==> src/rtl/timer_counter.sv <==
// Clock-divided 8-bit up/down timer core: a 4-bit prescaler produces the count
// tick and the counter raises one-cycle overflow/underflow pulses on wrap.
module timer_counter (
    input  logic       PCLK,
    input  logic       PRESETn,
    input  logic       EN_IN,
    input  logic       LOAD_IN,
    input  logic [7:0] TDR_IN,
    input  logic       UP_DOWN_IN,
    input  logic [1:0] CLK_SEL_IN,
    output logic [7:0] TCNT_OUT,
    output logic       OVF_OUT,
    output logic       UNDF_OUT
);

    logic [3:0] psc_r;
    logic [3:0] psc_nxt_s;
    logic [7:0] tcnt_r;
    logic [7:0] tcnt_nxt_s;
    logic       ovf_r;
    logic       ovf_nxt_s;
    logic       undf_r;
    logic       undf_nxt_s;
    logic       psc_match_s;
    logic       tick_s;

    // Prescaler compare: low CLK_SEL_IN+1 bits of the prescaler all ones.
    always_comb begin
        psc_match_s = 1'b0;
        case (CLK_SEL_IN)
            2'b00:   psc_match_s = psc_r[0];
            2'b01:   psc_match_s = &psc_r[1:0];
            2'b10:   psc_match_s = &psc_r[2:0];
            2'b11:   psc_match_s = &psc_r[3:0];
            default: psc_match_s = 1'b0;
        endcase
    end

    assign tick_s = EN_IN & ~LOAD_IN & psc_match_s;

    // Next-state for prescaler, counter and wrap pulses; load beats any tick.
    always_comb begin
        psc_nxt_s  = 4'd0;
        tcnt_nxt_s = tcnt_r;
        ovf_nxt_s  = 1'b0;
        undf_nxt_s = 1'b0;
        if (LOAD_IN || !EN_IN) begin
            psc_nxt_s = 4'd0;
        end else begin
            psc_nxt_s = psc_r + 4'd1;
        end
        if (LOAD_IN) begin
            tcnt_nxt_s = TDR_IN;
        end else if (tick_s && !UP_DOWN_IN) begin
            tcnt_nxt_s = tcnt_r + 8'd1;
            ovf_nxt_s  = (tcnt_r == 8'hFF);
        end else if (tick_s) begin
            tcnt_nxt_s = tcnt_r - 8'd1;
            undf_nxt_s = (tcnt_r == 8'h00);
        end else begin
            tcnt_nxt_s = tcnt_r;
        end
    end

    // State registers with asynchronous clear.
    always_ff @(posedge PCLK or negedge PRESETn) begin
        if (!PRESETn) begin
            psc_r  <= 4'd0;
            tcnt_r <= 8'h00;
            ovf_r  <= 1'b0;
            undf_r <= 1'b0;
        end else begin
            psc_r  <= psc_nxt_s;
            tcnt_r <= tcnt_nxt_s;
            ovf_r  <= ovf_nxt_s;
            undf_r <= undf_nxt_s;
        end
    end

    assign TCNT_OUT = tcnt_r;
    assign OVF_OUT  = ovf_r;
    assign UNDF_OUT = undf_r;

endmodule

==> config.mk <==
export PLATFORM = sky130hd
export DESIGN_NAME = timer_counter
export DESIGN_NICKNAME = d
export VERILOG_FILES = /design/src/rtl/timer_counter.sv
export SDC_FILE = /design/constraint.sdc
export NUM_CORES = 1
export LEC_CHECK = 0
export CAP_MARGIN = 20
export CORE_AREA = 5 5 52 54
export DETAILED_ROUTE_END_ITERATION = 12
export DIE_AREA = 0 0 57 59
export GPL_ROUTABILITY_DRIVEN = 0
export PLACE_DENSITY = 0.8
export SETUP_SLACK_MARGIN = 0.15
export SLEW_MARGIN = 5
export SYNTH_ARGS = -nofsm -noshare
export SYNTH_HDL_FRONTEND = slang
export SYNTH_SLANG_ARGS = --single-unit
==> constraint.sdc <==
create_clock -name PCLK -period 3.75 [get_ports PCLK]
set_input_delay 0.5625 -clock PCLK [delete_from_list [all_inputs] [get_ports PCLK]]
set_output_delay 0.5625 -clock PCLK [all_outputs]
set_load 0.02 [all_outputs]
Word level (Yosys, flattened, before mapping) --
Index checks and enable logic that the tools add are counted.
Word-level totals: word-level logic and storage cells 34, bits in registers 14, input port bits 15, output and inout bits 10
Cells by class: mux-type cells 10, $add $sub $neg 3, reduce and logical (&&, ||, !) cells 10, bitwise gates (word level) 3, eq/ne operators 4
Operators with widths (count):
- $mux W8 | 3
- $add A8 B1 Y8 const B | 1
- $eq A8 B8 Y1 const B | 1
- $logic_not A8 Y1 | 1
- $sub A8 B1 Y8 const B | 1
- $mux W1 | 5
- $add A4 B1 Y4 const B | 1
- $eq A2 B2 Y1 const B | 2
- $mux W4 | 1
- $pmux W1 S4 | 1
- $reduce_and A4 Y1 | 1
- $reduce_and A3 Y1 | 1
- $reduce_bool A3 Y1 | 1
- $and A1 B1 Y1 | 2
- $eq A2 B1 Y1 const B | 1
- $logic_not A1 Y1 | 2
- $logic_not A2 Y1 | 1
- $reduce_and A2 Y1 | 1
- $logic_and A1 B1 Y1 | 1
- $logic_or A1 B1 Y1 | 1
- $not A1 Y1 | 1

Depth between registers and ports, before layout --
Gate-level depths: netlist (run 1).
depth after elaboration 6, depth in mapped cells 11, gate-level depth less buffers 11

Worst setup path after synthesis (run 1) --
OpenSTA, ideal clock, no wires.
path kind input port to flip-flop, start point input LOAD_IN, end point register tcnt_r[7], in the netlist TCNT_OUT[7], path buffers 1, arrival time 2813 ps, required time 3668 ps, slack 855 ps, stages on the path 11, setup time 82 ps, cell sequence buf_6 nand2b_4 nor3_2 nor2_1 or2_1 ha_1 a211oi_2 o211ai_1 and3_1 or4_1 a31oi_1
Between the ends: word-level cells in the longest chain between the ends 6, elaborated cells on any way between the ends 7, those cells by class 2 x mux; 3 x bitwise; 2 x reduce/logical
RTL lines:
- start, declared | RTL line 7 | input logic LOAD_IN,
- $not A1 Y1 | RTL line 39 | assign tick_s = EN_IN & ~LOAD_IN & psc_match_s;
- $and A1 B1 Y1 (2 in a row) | RTL line 39
- $logic_and A1 B1 Y1 | RTL line 54 | end else if (tick_s && !UP_DOWN_IN) begin
- $mux W8 | RTL line 54
- $mux W8 | RTL line 52 | if (LOAD_IN) begin
- end signal, assigned | RTL line 74 | tcnt_r <= tcnt_nxt_s;
- end, declared | RTL line 18 | logic [7:0] tcnt_r;
Parallel ways exist; a longest one is shown, timed or not. A chain may end at the register's enable or synchronous reset.

Worst setup path after layout (run 1) --
start point input CLK_SEL_IN[0], end point register tcnt_r[7], in the netlist TCNT_OUT[7]
Between the ends: word-level cells in the longest chain between the ends 6, elaborated cells on any way between the ends 10, those cells by class 3 x eq/ne; 3 x mux; 1 x bitwise; 3 x reduce/logical
RTL lines:
- start, declared | RTL line 10 | input logic [1:0] CLK_SEL_IN,
- $eq A2 B2 Y1, or another cell as far along | RTL line 30 | case (CLK_SEL_IN)
- $pmux W1 S4 (*) | RTL line 30
- $and A1 B1 Y1 (*) | RTL line 39
- $logic_and A1 B1 Y1 | RTL line 54
- $mux W8 | RTL line 54
- $mux W8 | RTL line 52
Mark *: on every way between the ends. The rest lies on a longest branch, timed or not.

==> results of run 1 <==
## how the worst max path moves through the flow
stage                  endpoint  slack (ns)  cells after the start     startpoint
detailed placement  TCNT_OUT[7]        0.29                     11  CLK_SEL_IN[0]
CTS                 TCNT_OUT[7]        0.58                     11  CLK_SEL_IN[0]
finish              TCNT_OUT[7]        0.58                     11  CLK_SEL_IN[0]
global placement    TCNT_OUT[7]        0.38                     11  CLK_SEL_IN[0]
global route        TCNT_OUT[7]        0.35                     11  CLK_SEL_IN[0]
floorplan           TCNT_OUT[7]        0.86                     11        LOAD_IN
## registers in the layout, summed over array words and instances (netlist names)
| signal | count |
|---|---|
| psc_r | 4 |
| TCNT_OUT | 8 |
| UNDF_OUT | 1 |
| OVF_OUT | 1 |
## per-stage QoR
step,instance area [µm²],hold slack [ns],instances,util [%]
final,1257,0.5160,153,57.96
after global routing,1257,0.5714,153,57.96
after CTS,1257,0.5207,153,57.96
after detailed placement,1235,0.5094,150,56.92
after global placement,1235,0.4987,150,56.92
after floorplan,960.9,0.2669,98,-
## worst reg2reg max path: stages (launching register included)
cell,delay [ns]
dfrtp_1,0.42
ha_1,0.21
nand3_1,0.10
a211oi_2,0.25
nor2_1,0.07
or2_1,0.35
ha_1,0.36
a211oi_2,0.26
o211ai_1,0.16
and3_1,0.19
or4_1,0.39
a31oi_1,0.17
## cells by family (layout without fill, tap and decap cells)
kind of cell	count (synthesis)	in the layout	synth area share [%]
xor+xnor	6	6	5.469
mux	2	2	2.083
fa+ha+maj	10	10	13.80
compound gates	27	27	19.92
simple gates	35	35	19.79
flops	14	14	36.46
buf+inv	4	31	2.474
## power groups by stage
stage | registers, W | logic [W] | clock network (W)
detailed placement | 0.000179 | 0.000119 | 0
global route | 0.000178 | 0.000131 | 0.0000927
finish | 0.000176 | 0.000118 | 0.0000849
CTS | 0.000176 | 0.000119 | 0.0000855
floorplan | 0.000185 | 0.0000606 | 0
global placement | 0.000179 | 0.000115 | 0
## final cells by class
| cell class | count | share of cell area [%] |
|---|---|---|
| Multi-Input combinational cell | 80 | 46.67 |
| Sequential cell | 14 | 27.86 |
| Inverter | 2 | 0.5970 |
| Tap cell | 28 | 2.786 |
| Timing Repair Buffer | 26 | 20.30 |
| Clock buffer | 3 | 1.791 |
## placed cells by master, fill, tap and decap left out, types with 2 or more instances in the layout
cell and n:
a211oi_2 2, a21o_1 2, a21oi_1 6, a221o_1 2, a31oi_1 3, and2_1 3, and3_1 3, buf_4 2
clkbuf_4 3, clkdlybuf4s50_1 24, dfrtp_1 14, ha_1 9, inv_1 2, mux2i_1 2, nand2_1 5, nand3_1 3
nor2_1 10, nor3_1 2, nor4_1 2, o21ai_0 4, xnor2_1 2, xor2_1 4
## routing by layer
| metal | up-vias | wire length, µm | track usage, % |
|---|---|---|---|
| met2 | 24 | 1108 | 24.31 |
| li1 | 424 | - | - |
| met1 | 401 | 1027 | 18.58 |
| met3 | 7 | 102 | 1.743 |
| met4 | 0 | 82 | 10.60 |
| met5 | - | 0 | 0 |
==> flow_summary.yaml, run 1 <==
pwr:
  p_leak_nw: 0.5329
  power.density_nw_per_um2: 301.8
  power_w: 0.0003795
  peakVddDrop_v: 0.0001655
  switching_share_pct: 31.94
  pwr-share-clk_pct: 22.4
  p_int_w: 0.0002583
  p_seq_share_pct: 46.4
  power_switching_w: 0.0001212
  combPwrFrac_pct: 31.2
critical_path:
  cp.required_ns: 3.95
  r2r_slack_ns: 0.73
  end_kind: "flop"
  critical_path.startpoint_type: "input pin"
  crit_path_frequent_cell: "a211oi_2"
  r2r_cells: 11
  slowest_stage: "clkdlybuf4s50_1"
  rr_startpoint: "psc_r[0]"
  critPathTopFamily: "simple AND/OR/NAND/NOR gates"
  regToRegEndpoint: "TCNT_OUT[7]"
  critPathArrivalTime_ns: 3.37
  crit_type: "in2reg"
  cp_slowest_stage_delay_ns: 0.51
  cp_cell_sequence: "clkdlybuf4s50_1 -> nand3_1 -> a211oi_2 -> nor2_1 -> or2_1 -> ha_1 -> a211oi_2 -> o211ai_1 -> and3_1 -> or4_1 -> a31oi_1"
  critPathMaxFanout: 9
  critPathBufInv: 1
sta:
  fin_worst_skew_ns: 0.002062
  finalCriticalPeriod_ns: 3.172
  tightestPinTransition_ns: 0.6298
  final.setup.tns_ns: 0
  setup_ws_ns: 0.5775
  rsz0062_at_grt: "false"
  slew_violations: 0
  slew-limit-headroom_pct: 57.88
  fmax_ghz: 0.3152
  setup_viol: 0
  min_period_over_period_pct: 84.60
  hold_viol: 0
yosys:
  syn_nets: 123
  synth_cell_types: 37
  ys_warn_count: 0
  synth_commonest_cells: "dfrtp_1, nor2_1, ha_1"
  synth_area_leaders: "dfrtp_1, ha_1, nor2_1"
  synth-main-ff-cell: "dfrtp_1"
  ys_seq_area_share_pct: 36.46
  synth.avg_cell_area_um2: 9.805
  yosys.area.top_type: "dfrtp_1"
  syn-cell-area_um2: 960.9
  synth_top_area_share_pct: 36.46
  synth.most_common_cell: "dfrtp_1"
  ys_async_sr_fraction_pct: 100.0
  netlist_instances: 98
  synth-edff-count: 0
  ys_ff_latch: 14
floorplan:
  ios: 25
  initial_core_util_pct: 44.29
  die-area_um2: 3363
  core_um2: 2170
  fp.dieH_um: 59
  num_rows: 17
  die_x_um: 57
placement:
  dp_hpwl_um: 1796
  io_buffers: 24
  pre_cts_ws_ns: 0.2949
layout:
  seq_area_um2: 350.3
  fillers: 202
  fin_nets: 152
  drive_gt1_share_pct: 8.000
  diodes: 0
  multi_input_area_um2: 586.8
  layout-area-overhead-vs-synth_pct: 30.86
cts:
  clk_latency_ns: 0.28
  htreeDepth: 1
  cts_buffer_depth: 2
  numCtsBuffers: 3
  postCtsHoldBufs: 0
  cts.clk_slew.worst_paths_ns: 0.08
  cts_tree: "yes"
  cts.sinks: 14
  post_cts_buffers: 0
  cts.root.buffer_cell: "clkbuf_4"
  cts_resized: 0
routing:
  drt-initial-drc-count: 8
  route.detailed.drc: 0
  first_pass_iters: 4
  viasPerCell: 5.595
  antenna_left: 0
  routedWlPerCell_um: 15.16
  wirelength_um: 2320
  vias: 856
min_path:
  min_path_type: "reg2reg"
  min_to: "psc_r[0]"
  min_delay_path_depth: 1
  hold_path.startpoint: "psc_r[0]"
global_route:
  grt_pass1_vias: 908
  grt_antenna_before_repair: 0
  grt_pass1_wl_um: 3946
  grt.total_usage_pct: 15.01
  grt_max_degree: 15
  grt_overflow: 0
job:
  maxCapViolCount: 0
run_status:
  outcome: "complete, no violations"
Power figures use the tool's default switching activity.
==> run 2: changes to the inputs <==
--- a/config.mk
+++ b/config.mk
@@ -6,11 +6,11 @@
 export NUM_CORES = 1
 export LEC_CHECK = 0
 export CAP_MARGIN = 20
-export CORE_AREA = 5 5 52 54
+export CORE_AREA = 5 5 54 56
 export DETAILED_ROUTE_END_ITERATION = 12
-export DIE_AREA = 0 0 57 59
+export DIE_AREA = 0 0 59 61
 export GPL_ROUTABILITY_DRIVEN = 0
-export PLACE_DENSITY = 0.8
+export PLACE_DENSITY = 0.78
 export SETUP_SLACK_MARGIN = 0.15
 export SLEW_MARGIN = 5
 export SYNTH_ARGS = -nofsm -noshare
==> constraint.sdc (replaced) <==
create_clock -name PCLK -period 2.6 [get_ports PCLK]
set_input_delay 0.39 -clock PCLK [delete_from_list [all_inputs] [get_ports PCLK]]
set_output_delay 0.39 -clock PCLK [all_outputs]
set_load 0.02 [all_outputs]
==> run 2 against run 1 <==
Effect of this change:
- the run now ends with setup timing left
- cell area up 22%
- combinational power rose by 92%
- sequential share of layout area shrank 5.0 points
- clock skew up 0.0022 ns
- count of clock-buffer cells in the layout rose by 1
- register-to-register slack lost 0.86 ns
- routed wire length is 19% higher
- critical path type is now reg2reg
- via count up 15%
- critical path depth unchanged
==> flow_summary.yaml, run 2 (same netlist as run 1, synthesis figures left out) <==
cts:
  postCtsHoldBufs: 0
  cts.clk_slew.worst_paths_ns: 0.09
  htreeDepth: 1
  clk_latency_ns: 0.28
  cts.root.buffer_cell: "clkbuf_4"
  cts.sinks: 14
  cts_buffer_depth: 2
  cts_tree: "yes"
  numCtsBuffers: 3
critical_path:
  rr_startpoint: "psc_r[1]"
  cp.required_ns: 2.80
  cp.depth: 11
  critPathMaxFanout: 5
  crit_type: "reg2reg"
  cp_slowest_stage_delay_ns: 0.49
  slowest_stage: "or4_1"
  end_kind: "flop"
  critPathArrivalTime_ns: 2.93
  worstSetupEndpoint: "TCNT_OUT[7]"
  r2r_cells: 11
  critPathTopFamily: "simple AND/OR/NAND/NOR gates"
  cp_cell_sequence: "ha_2 -> nand2b_1 -> a211oi_2 -> nor2_2 -> or2_4 -> ha_4 -> a211oi_2 -> o211ai_1 -> a21oi_1 -> or4_1 -> a31oi_1"
  r2r_slack_ns: -0.13
  critPathBufInv: 0
  critPathLaunch: "psc_r[1]"
  regToRegEndpoint: "TCNT_OUT[7]"
  critical_path.startpoint_type: "flop"
  crit_path_frequent_cell: "a211oi_2"
placement:
  placed_cell_area_um2: 1443
  io_buffers: 24
  dp_hpwl_um: 2153
global_route:
  grt_max_degree: 15
  grt_pass1_wl_um: 4698
  grt_pass1_vias: 1053
  grt_overflow: 0
  grt.total_usage_pct: 17.83
  grt_antenna_before_repair: 0
pwr:
  switching_share_pct: 31.02
  power.density_nw_per_um2: 419.0
  power_w: 0.0006417
  p_int_w: 0.0004427
  power_switching_w: 0.0001990
  p_leak_nw: 0.6533
  peakVddDrop_v: 0.0002326
  pwr-share-clk_pct: 24.3
  p_seq_share_pct: 40.3
  combPwrFrac_pct: 35.4
sta:
  fmax_ghz: 0.3669
  hold-worst-slack_ns: 0.4835
  min_period_over_period_pct: 104.8
  tightestPinTransition_ns: 0.6070
  setup_viol: 2
  rsz0062_at_grt: "true"
  hold_viol: 0
  fin_worst_skew_ns: 0.004299
  slew_violations: 0
  slew-limit-headroom_pct: 59.40
  setup_ws_ns: -0.1259
  finalCriticalPeriod_ns: 2.726
layout:
  drive_gt1_share_pct: 32.65
  fillers: 212
  layout_common_cells: "clkdlybuf4s50_1, buf_4, dfrtp_1, nor2_1, nand2_1"
  largest_register_ffs: 8
  fin_area_um2: 1531
  final_common_cell: "clkdlybuf4s50_1"
  diodes: 0
  fin_nets: 173
  layout-area-overhead-vs-synth_pct: 59.38
run_status:
  violations: "setup timing"
  outcome: "complete, but fails checks"
routing:
  route.detailed.drc: 0
  first_pass_iters: 4
  vias: 981
  routedWlPerCell_um: 15.55
  wirelength_um: 2752
  viasPerCell: 5.542
  antenna_left: 0
  drt-initial-drc-count: 18
floorplan:
  initial_core_util_pct: 40.25
  die-area_um2: 3599
  fp.dieH_um: 61
  core_um2: 2387
  num_rows: 18
  die_x_um: 59
  ios: 25
min_path:
  min_path_type: "in2async"
job:
  maxCapViolCount: 0
-- run 2: layout make-up --
cell class,instances,area (µm²),share of cell area [%]
inverter,2,7.507,0.4902
tap,30,37.54,2.451
timing repair buffer,46,406.6,26.55
clock buffer,4,36.28,2.369
sequential,14,350.3,22.88
multi-input combinational,81,693.2,45.26
-- run 2: worst min path at each step --
stage / startpoint / to / slack [ns] / depth (start not counted)
floorplan: PRESETn / OVF_OUT / 0.09 / 0
global placement: psc_r[3] / psc_r[3] / 0.56 / 2
detailed placement: psc_r[0] / psc_r[0] / 0.59 / 2
CTS: PRESETn / psc_r[3] / 0.50 / 1
global route: PRESETn / psc_r[3] / 0.53 / 1
finish: PRESETn / psc_r[3] / 0.48 / 1
-- run 2: power groups by stage --
stage               Sequential (W)  Combinational, W  Clock [W]
floorplan                 0.000270         0.0000998          0
global placement          0.000262          0.000210          0
detailed placement        0.000262          0.000218          0
CTS                       0.000258          0.000226   0.000157
global route              0.000261          0.000249   0.000171
finish                    0.000259          0.000227   0.000156
-- run 2: per-layer routing --
metal	GRT usage, %	routed length, µm	share of wire [%]
met5	0	0	0
met4	11.33	78	2.8
met3	4.255	151	5.5
met2	31.39	1399	51
met1	19.19	1124	41
-- run 2: what timing repair did --
action	CTS	global route
gates resized for setup	9	4
pin swaps	9	6
cloned	1	0
setup buffers	2	0
endpoints found under the hold margin	0	0
endpoints found under the setup margin	5	5
-- run 2: metrics by stage --
stage	setup TNS, ns	util [%]	setup slack (ns)	cells
5_1_grt	-0.4398	64.15	-0.2845	177
4_1_cts	-0.2162	63.68	-0.1471	177
2_1_floorplan	-0.02581	-	-0.02581	98
3_3_place_gp	-1.681	60.43	-0.4310	170
6_report	-0.1516	64.15	-0.1259	177
3_5_place_dp	-2.012	60.43	-0.5381	170
==> run 3: changes to the inputs <==
--- a/config.mk
+++ b/config.mk
@@ -5,8 +5,9 @@
 export SDC_FILE = /design/constraint.sdc
 export NUM_CORES = 1
 export LEC_CHECK = 0
-export CAP_MARGIN = 20
+export CAP_MARGIN = 10
 export CORE_AREA = 5 5 54 56
+export CTS_CLUSTER_SIZE = 24
 export DETAILED_ROUTE_END_ITERATION = 12
 export DIE_AREA = 0 0 59 61
 export GPL_ROUTABILITY_DRIVEN = 0
==> results of run 3 <==
No change in the layout: final DEF, timing and power equal those of run 2.
